==> src/rtl/gpio_event_arbiter.sv <==
// gpio_event_arbiter
//
// Turns GPIO pin activity into a stream of edge events. Each raw pin passes
// through a two-flop synchronizer and a debouncer. Each accepted edge that its
// enable allows is held as a pending event. A round-robin arbiter then offers
// the pending events, one at a time, on a single valid/ready port.
//
// Ports
//   i_clk            system clock
//   i_rst_n          asynchronous active-low reset
//   i_async          raw pin inputs, one bit per channel
//   i_rise_en        per-channel enable for rising-edge events
//   i_fall_en        per-channel enable for falling-edge events
//   o_level          debounced pin levels
//   o_evt_valid      an event is being offered
//   i_evt_ready      consumer accepts the offered event
//   o_evt_channel    channel index of the offered event
//   o_evt_rising     1 = rising edge, 0 = falling edge
//   o_overflow       sticky per-channel flag: an event was dropped
//   i_overflow_clr   clears every o_overflow bit
module gpio_event_arbiter #(
    parameter int CHANNELS        = 4,
    parameter int DEBOUNCE_CYCLES = 16,
    parameter int CH_W            = (CHANNELS > 1) ? $clog2(CHANNELS) : 1
) (
    input  logic                i_clk,
    input  logic                i_rst_n,
    input  logic [CHANNELS-1:0] i_async,
    input  logic [CHANNELS-1:0] i_rise_en,
    input  logic [CHANNELS-1:0] i_fall_en,
    output logic [CHANNELS-1:0] o_level,
    output logic                o_evt_valid,
    input  logic                i_evt_ready,
    output logic [CH_W-1:0]     o_evt_channel,
    output logic                o_evt_rising,
    output logic [CHANNELS-1:0] o_overflow,
    input  logic                i_overflow_clr
);

    localparam int CNT_W = $clog2(DEBOUNCE_CYCLES + 1);
    localparam logic [CNT_W-1:0] CNT_LAST = CNT_W'(DEBOUNCE_CYCLES - 1);

    typedef enum logic {
        ST_IDLE,
        ST_OFFER
    } state_t;

    logic [CHANNELS-1:0] meta;
    logic [CHANNELS-1:0] sync;
    logic [CNT_W-1:0]    db_cnt [CHANNELS];
    logic [CHANNELS-1:0] done;
    logic [CHANNELS-1:0] rise_stb;
    logic [CHANNELS-1:0] fall_stb;
    logic [CHANNELS-1:0] qual_evt;
    logic [CHANNELS-1:0] pending;
    logic [CHANNELS-1:0] pol;
    logic [CHANNELS-1:0] pending_nxt;
    logic [CHANNELS-1:0] pol_nxt;
    logic [CHANNELS-1:0] ovf_set;
    state_t              state;
    state_t              state_nxt;
    logic [CH_W-1:0]     ptr;
    logic [CH_W-1:0]     ptr_nxt;
    logic [CH_W-1:0]     chan_nxt;
    logic                rising_nxt;
    logic                handshake;
    logic                sel_found;
    logic [CH_W-1:0]     sel_ch;
    logic                sel_pol;

    // Two-flop synchronizer for the raw pins.
    always_ff @(posedge i_clk or negedge i_rst_n) begin
        if (!i_rst_n) begin
            meta <= '0;
            sync <= '0;
        end else begin
            meta <= i_async;
            sync <= meta;
        end
    end

    // Debouncer. A level change is accepted only after the synchronized
    // value has differed from o_level for DEBOUNCE_CYCLES consecutive cycles.
    always_ff @(posedge i_clk or negedge i_rst_n) begin
        if (!i_rst_n) begin
            o_level <= '0;
            for (int c = 0; c < CHANNELS; c++) begin
                db_cnt[c] <= '0;
            end
        end else begin
            for (int c = 0; c < CHANNELS; c++) begin
                if (sync[c] == o_level[c]) begin
                    db_cnt[c] <= '0;
                end else if (db_cnt[c] == CNT_LAST) begin
                    o_level[c] <= sync[c];
                    db_cnt[c]  <= '0;
                end else begin
                    db_cnt[c] <= db_cnt[c] + 1'b1;
                end
            end
        end
    end

    // The edge strobe is combinational, so the pending bit sets on the same
    // clock edge that updates o_level.
    always_comb begin
        done = '0;
        for (int c = 0; c < CHANNELS; c++) begin
            done[c] = (sync[c] != o_level[c]) && (db_cnt[c] == CNT_LAST);
        end
    end

    assign rise_stb  = done & sync;
    assign fall_stb  = done & ~sync;
    assign qual_evt  = (rise_stb & i_rise_en) | (fall_stb & i_fall_en);
    assign handshake = (state == ST_OFFER) && i_evt_ready;

    // Pending bookkeeping. A channel being handed off this cycle can take a
    // new event without loss. Otherwise a second event while one is already
    // held is dropped, and the older polarity is kept.
    always_comb begin
        pending_nxt = pending;
        pol_nxt     = pol;
        ovf_set     = '0;
        for (int c = 0; c < CHANNELS; c++) begin
            if (qual_evt[c]) begin
                if (!pending[c] || (handshake && (o_evt_channel == CH_W'(c)))) begin
                    pending_nxt[c] = 1'b1;
                    pol_nxt[c]     = rise_stb[c];
                end else begin
                    ovf_set[c] = 1'b1;
                end
            end else if (handshake && (o_evt_channel == CH_W'(c))) begin
                pending_nxt[c] = 1'b0;
            end
        end
    end

    // A newly dropped event takes precedence over a clear in the same cycle.
    always_ff @(posedge i_clk or negedge i_rst_n) begin
        if (!i_rst_n) begin
            pending    <= '0;
            pol        <= '0;
            o_overflow <= '0;
        end else begin
            pending    <= pending_nxt;
            pol        <= pol_nxt;
            o_overflow <= ovf_set | (i_overflow_clr ? '0 : o_overflow);
        end
    end

    // Round-robin search. Offsets are scanned from farthest to nearest, so
    // the last match is the first pending channel after the pointer.
    always_comb begin
        sel_found = 1'b0;
        sel_ch    = '0;
        sel_pol   = 1'b0;
        for (int i = CHANNELS; i >= 1; i--) begin
            if (pending[(int'(ptr) + i) % CHANNELS]) begin
                sel_found = 1'b1;
                sel_ch    = CH_W'((int'(ptr) + i) % CHANNELS);
                sel_pol   = pol[(int'(ptr) + i) % CHANNELS];
            end
        end
    end

    // Arbiter state and offered-event registers.
    always_ff @(posedge i_clk or negedge i_rst_n) begin
        if (!i_rst_n) begin
            state         <= ST_IDLE;
            ptr           <= CH_W'(CHANNELS - 1);
            o_evt_channel <= '0;
            o_evt_rising  <= 1'b0;
        end else begin
            state         <= state_nxt;
            ptr           <= ptr_nxt;
            o_evt_channel <= chan_nxt;
            o_evt_rising  <= rising_nxt;
        end
    end

    // Next-state logic. The offer is held unchanged until it is accepted.
    always_comb begin
        state_nxt  = state;
        ptr_nxt    = ptr;
        chan_nxt   = o_evt_channel;
        rising_nxt = o_evt_rising;
        case (state)
            ST_IDLE: begin
                if (sel_found) begin
                    chan_nxt   = sel_ch;
                    rising_nxt = sel_pol;
                    state_nxt  = ST_OFFER;
                end
            end
            ST_OFFER: begin
                if (i_evt_ready) begin
                    ptr_nxt   = o_evt_channel;
                    state_nxt = ST_IDLE;
                end
            end
            default: state_nxt = ST_IDLE;
        endcase
    end

    assign o_evt_valid = (state == ST_OFFER);

endmodule

==> config.mk <==
export PLATFORM = sky130hd
export DESIGN_NAME = gpio_event_arbiter
export DESIGN_NICKNAME = d
export VERILOG_FILES = /design/src/rtl/gpio_event_arbiter.sv
export SDC_FILE = /design/constraint.sdc
export NUM_CORES = 1
export LEC_CHECK = 0
export CAP_MARGIN = 20
export CORE_ASPECT_RATIO = 2
export CORE_MARGIN = 5
export CORE_UTILIZATION = 49
export DETAILED_ROUTE_END_ITERATION = 6
export GPL_ROUTABILITY_DRIVEN = 0
export PLACE_DENSITY = 0.74
export SETUP_SLACK_MARGIN = 0.05
export SYNTH_ARGS = -nofsm -noshare
export SYNTH_HDL_FRONTEND = slang
export SYNTH_SLANG_ARGS = --single-unit
==> constraint.sdc <==
create_clock -name i_clk -period 1.44 [get_ports i_clk]
set_input_delay 0.288 -clock i_clk [delete_from_list [all_inputs] [get_ports i_clk]]
set_output_delay 0.288 -clock i_clk [all_outputs]
set_load 0.01 [all_outputs]
==> results.cfg, run 1 <==
[run_status]
status = finished with violations
violations = setup timing

[layout]
drive_above_1_share_pct = 39.3
nFillCells = 351
area_delta_synth_final_pct = 40.7
nNetsFinal = 304
final_cell_mix = 43 x dfrtp_1, 42 x buf_4, 16 x nor2_1, 15 x nand2_1
diodes = 0
layout_commonest_cell = dfrtp_1

[synthesis]
postSynthCellCount = 206
ys_seq_area_share_pct = 54.1
synth_top_area_share_pct = 51.8
netlist_area_um2 = 2320
post_synth.cell_area_avg_um2 = 11.2
ys_ff_latch = 50
synthTopCellsByArea = dfrtp_1 52%, xor2_1 4.5%, mux2_2 4.4%
syn-num-nets = 226
ys_types = 40
yosysWarnings = 0
synth_top_area_cell = dfrtp_1

[timing]
slew_headroom_pct = 65.9
setup_tns_ps = -348
rsz0062_at_grt = true
fin_crit_sh_pct = 116
setup-violations-final = 2
hold_violations = 0
min_period_ps = 1670
fin_worst_skew_ps = 11.1
slew_violations = 0
maxClockFrequency_ghz = 0.600
finalWorstSetupSlack_ps = -227
worst_pin_slew_ps = 511

[worst_setup_path]
critPathRequiredTime_ps = 1630
end_kind = register
crit_type = register to register
start_kind = register
arrival_ps = 1860
crit_path_max_incr_delay_ps = 620
slowest_stage = dfstp_2
worstPathCellList = buf_6 > nor2b_1 > a32oi_2 > o221ai_2 > a21oi_2 > a221oi_2
crit_fanout = 4

[pwr]
pwr-share-clk_pct = 34.8
p_int_mw = 1.99
p_leak_nw = 1.58
seqPwrFrac_pct = 57.6
report.power.total_mw = 2.57
combinationalPowerShare_pct = 7.6
p_per_area_nw_per_um2 = 789
switching_power_uw = 578
irDropWorstVdd_mv = 0.824
swShare_pct = 22.5

[job]
drv_cap = 0

[die]
die_x_um = 58.6
start_util_pct = 50.4
core_um2 = 4600
die-height_um = 107
rows = 35
pin_count = 28
die-area_um2 = 6290

[global_routing]
grt_pass1_wl_um = 8190
overflow = 0
grt_pass1_vias = 1868
antenna_found_initial = 0
grt_usage_pct = 17.1
grt_max_degree = 23

[route]
ant_nets = 0
drt-wirelength-per-cell_um = 15.9
wirelength_um = 5420
drc_errors = 0
dr.pass1.iters = 4
initialDrtViolationCount = 117
vias_per_cell = 5.43
vias = 1847

[clock_network]
cts_tree = built
cts.sinks = 50
root_buffer = clkbuf_8
ctsHtreeMaxLevel = 2
cts.path.max_buffers = 2
cts_buffers = 5
clkLatencyLatePin_ps = 310
clk_pin_slew_ps = 90

[placement]
io_buffers = 27
dp_hpwl_um = 3590

[hold_path]
hold_class = register to register
==> registers in the layout, summed over array words and instances (netlist names) <==
signal / count
pending: 4
ptr: 2
pol: 4
sync: 4
o_evt_rising: 1
db_cnt: 20
o_overflow: 4
o_level: 4
o_evt_valid: 1
o_evt_channel: 2
meta: 4
==> final timing paths <==
| path | start | end | slack (ps) | depth (start not counted) |
|---|---|---|---|---|
| setup reg to reg | ptr[1]$_DFFE_PN1P_ | o_evt_rising$_DFFE_PN0P_ | -230 | 6 |
| max in group asynchronous | i_rst_n | o_level[3]$_DFFE_PN0N_ | 460 | 3 |
| hold reg to reg | meta[1]$_DFF_PN0_ | sync[1]$_DFF_PN0_ | 340 | 0 |
| min in group asynchronous | i_rst_n | meta[0]$_DFF_PN0_ | 480 | 2 |
| setup / recovery | ptr[1]$_DFFE_PN1P_ | o_evt_rising$_DFFE_PN0P_ | -230 | 6 |
| hold / removal | meta[1]$_DFF_PN0_ | sync[1]$_DFF_PN0_ | 340 | 0 |
==> cell families (layout without fill, tap and decap cells) <==
group | after synthesis | after routing | synth area share (%)
AND/OR/NAND/NOR | 73 | 73 | 16.8
flip-flops | 50 | 50 | 54.1
AO/OA/AOI/OAI | 36 | 36 | 11.2
buffers and inverters | 17 | 96 | 4.59
multiplexers | 14 | 14 | 6.64
XOR/XNOR | 12 | 12 | 4.54
adder cells (fa/ha/maj) | 4 | 4 | 2.16
==> through the flow <==
| step | std cells | setup WS, ps | util (%) | instance area [um^2] | hold slack [ps] |
|---|---|---|---|---|---|
| floorplan | 206 | -46.0 | - | 2320 | -7.59 |
| global placement | 313 | -265 | 61.7 | 2840 | 285 |
| detailed placement | 313 | -283 | 61.7 | 2840 | 289 |
| CTS | 333 | -124 | 67.5 | 3100 | 350 |
| global route | 340 | -283 | 70.9 | 3260 | 370 |
| finish | 340 | -227 | 70.9 | 3260 | 345 |
==> worst max-delay path, delay by kind of cell (launching register included) <==
kind                   cells  cell delay (ps)
DFF                        1              620
and+or+nand+nor            1               70
buffers and inverters      1              140
AOI/OAI and AO/OA          4              730
==> cell type report <==
class / count / area [um^2] / share of cell area [%]
flip-flops and latches: 50 / 1260 / 38.7
repair buffers: 78 / 673 / 20.7
well taps: 55 / 68.8 / 2.11
clock inverters: 1 / 8.76 / 0.269
inverters: 10 / 40.0 / 1.23
multi-input cells: 139 / 1110 / 34.1
clock buffers: 7 / 96.3 / 2.96
==> synth_stat cells <==
master	n
nor2_1	20
inv_1	9
mux2_1	2
xor2_1	12
a221oi_1	1
and4_4	1
buf_2	1
a21oi_1	7
nand2_2	1
o21ai_0	11
buf_6	5
dfrtp_1	48
ha_1	4
a221oi_2	1
nand2b_4	1
a211oi_1	1
o21ai_2	2
mux2_2	9
a22oi_1	1
and3_1	4
nor4_4	1
o211ai_1	2
a31oi_1	1
nor2_2	1
dfstp_2	2
a32oi_1	1
nor2b_1	1
nor3b_1	1
nor3b_2	1
o221ai_1	1
buf_4	1
nand3_1	15
nand3b_1	3
o31ai_4	2
nand2_1	15
mux2i_1	3
o22ai_1	5
inv_2	1
nand4_1	2
and2_1	6
==> power by group through the flow <==
stage               Clock (mW)  Sequential (mW)  Combinational [mW]
finish                   0.895             1.48               0.196
global route             0.974             1.49               0.218
CTS                      0.919             1.48               0.186
detailed placement           0             1.51               0.176
global placement             0             1.50               0.171
floorplan                    0             1.50              0.0627
==> repair_timing <==
item / 4_1_cts / 5_1_grt
resized for setup: 40 / 23
hold buffers: 1 / 0
hold endpoints to repair: 17 / 0
setup endpoints to repair: 20 / 10
gates cloned: 0 / 0
pin swaps: 15 / 11
setup buffers: 11 / 8
==> routing by layer <==
layer / part of all wire [%] / vias up / global-route usage (%)
li1: - / 874 / -
met1: 36 / 920 / 17.7
met2: 58 / 38 / 32.1
met3: 2.9 / 15 / 2.64
met4: 3.1 / 0 / 7.94
met5: 0 / - / 0
Note: power is estimated with default switching activity, not from simulation.
==> run 2: changes to the inputs <==
--- a/config.mk
+++ b/config.mk
@@ -9,8 +9,7 @@
 export CORE_ASPECT_RATIO = 2
 export CORE_MARGIN = 5
-export CORE_UTILIZATION = 49
+export CORE_UTILIZATION = 29
 export DETAILED_ROUTE_END_ITERATION = 6
 export GPL_ROUTABILITY_DRIVEN = 0
-export PLACE_DENSITY = 0.74
 export SETUP_SLACK_MARGIN = 0.05
 export SYNTH_ARGS = -nofsm -noshare
==> constraint.sdc (replaced) <==
create_clock -name i_clk -period 1.44 [get_ports i_clk]
set_input_delay 0.144 -clock i_clk [delete_from_list [all_inputs] [get_ports i_clk]]
set_output_delay 0.144 -clock i_clk [all_outputs]
set_load 0.01 [all_outputs]
==> run 2 against run 1 <==
  * Highest routed layer unchanged
  * Worst setup slack better by 37 ps
  * Largest cell class unchanged
  * The run still ends with setup timing left
  * Sequential share of layout area down 0.52 points
  * Critical endpoint unchanged
  * Register-to-register slack better by 40 ps
==> results.cfg, run 2 (same netlist as run 1, synthesis figures left out) <==
[global_routing]
grt_pass1_wl_um = 8730
overflow = 0
antenna_found_initial = 0
grt_max_degree = 38
grt_pass1_vias = 1836
grt_usage_pct = 11.4

[clock_network]
clkLatencyLatePin_ps = 280
root_buffer = clkbuf_16
ctsHtreeMaxLevel = 2
cts_tree = built
cts_buffers = 5
cts.sinks = 50
cts.path.max_buffers = 2
clk_pin_slew_ps = 60

[die]
die-height_um = 136
core_um2 = 7890
pin_count = 28
start_util_pct = 29.4
die-area_um2 = 9990
rows = 46
die_x_um = 73.2

[run_status]
status = finished with violations
violations = setup timing

[timing]
fin_worst_skew_ps = 2.37
min_period_ps = 1630
maxClockFrequency_ghz = 0.614
slew_headroom_pct = 75.7
setup_tns_ps = -190
finalWorstSetupSlack_ps = -190
rsz0062_at_grt = true
setup-violations-final = 1
hold_slack_ps = 293
fin_crit_sh_pct = 113
hold_violations = 0
worst_pin_slew_ps = 361
slew_violations = 0

[layout]
drive_above_1_share_pct = 35.0
area_delta_synth_final_pct = 42.3
final_cell_mix = 45 x dfrtp_1, 31 x buf_4, 18 x clkdlybuf4s50_1, 16 x nor2_1, 14 x nand2_1
largest-register = db_cnt
nNetsFinal = 293
layout_commonest_cell = dfrtp_1
final_util_pct = 41.8
largest_register_ffs = 20
nFillCells = 747
diodes = 0

[worst_setup_path]
critPathRequiredTime_ps = 1630
r2r_cells = 7
crit_end = o_evt_rising$_DFFE_PN0P_
start_kind = register
startpoint = ptr[1]$_DFFE_PN1P_
r2r_end = o_evt_rising$_DFFE_PN0P_
r2r-start = ptr[1]$_DFFE_PN1P_
crit_fanout = 5
end_kind = register
regToRegSetupSlack_ps = -190
arrival_ps = 1820
crit_type = register to register

[placement]
io_buffers = 27
dp_hpwl_um = 3820

[pwr]
switching_power_uw = 608
p_int_mw = 2.20
pwr-share-clk_pct = 40.1
p_per_area_nw_per_um2 = 851
report.power.total_mw = 2.81
p_leak_nw = 1.54
combinationalPowerShare_pct = 6.9
swShare_pct = 21.7
irDropWorstVdd_mv = 0.616
seqPwrFrac_pct = 53.0

[route]
vias = 1776
wl_met2_um = 2980
wl_met3_um = 144
ant_nets = 0
met1_length_um = 1990
dr.pass1.iters = 4
highest_layer = met4
wirelength_um = 5280
drc_errors = 0
vias_per_cell = 4.80
initialDrtViolationCount = 67
drt-wirelength-per-cell_um = 14.3

[hold_path]
hold_class = input pin to register

[job]
drv_cap = 0
==> run 2: worst min-delay path by stage <==
stage / endpoint / start / slack [ps] / cells after the start
5_1_grt: meta[1]$_DFF_PN0_ / i_async[1] / 290 / 1
3_5_place_dp: meta[0]$_DFF_PN0_ / i_rst_n / 70 / 1
2_1_floorplan: db_cnt[0]$_DFF_PN0_ / i_rst_n / -150 / 0
4_1_cts: meta[2]$_DFF_PN0_ / i_async[2] / 280 / 1
3_3_place_gp: meta[0]$_DFF_PN0_ / i_rst_n / 70 / 1
6_report: meta[2]$_DFF_PN0_ / i_async[2] / 290 / 1
==> run 2: routing by layer <==
| metal | vias up | track usage, % |
|---|---|---|
| met1 | 878 | 12.5 |
| met3 | 11 | 1.11 |
| li1 | 854 | - |
| met5 | - | 0 |
| met4 | 0 | 6.57 |
| met2 | 33 | 20.5 |
==> run 2: layout make-up <==
type | instances | area (um^2) | share of cell area, %
inverter | 10 | 40.0 | 1.21
sequential | 50 | 1260 | 38.1
multi-input combinational | 139 | 1130 | 34.2
timing repair buffer | 67 | 617 | 18.7
tap | 96 | 120 | 3.64
clock buffer | 8 | 136 | 4.14
==> run 2: critical path: stages (launching register included) <==
cell and delay [ps]:
dfstp_2 390, buf_6 130, buf_6 110, nand3b_1 210
o22ai_2 140, nand3_1 110, and4_4 210, a221oi_2 230
==> run 2: what timing repair did <==
| action | 4_1_cts | 5_1_grt |
|---|---|---|
| setup endpoints to repair | 12 | 16 |
| gates resized for setup | 25 | 33 |
| pin swaps | 11 | 15 |
| endpoints found under the hold margin | 13 | 0 |
| hold buffers | 1 | 0 |
| buffers inserted | 9 | 4 |
==> run 2: per-stage QoR <==
stage | cells | area [um^2] | setup WS [ps]
floorplan | 206 | 2320 | -46.0
global placement | 348 | 2840 | -165
detailed placement | 348 | 2840 | -194
CTS | 366 | 3120 | -144
global route | 370 | 3300 | -240
finish | 370 | 3300 | -190
==> run 2: power by group through the flow <==
stage               clock network [mW]  logic, mW  registers, mW
finish                            1.13      0.193           1.49
global route                      1.22      0.218           1.49
CTS                               1.17      0.182           1.48
detailed placement                   0      0.172           1.51
global placement                     0      0.168           1.50
floorplan                            0     0.0627           1.50
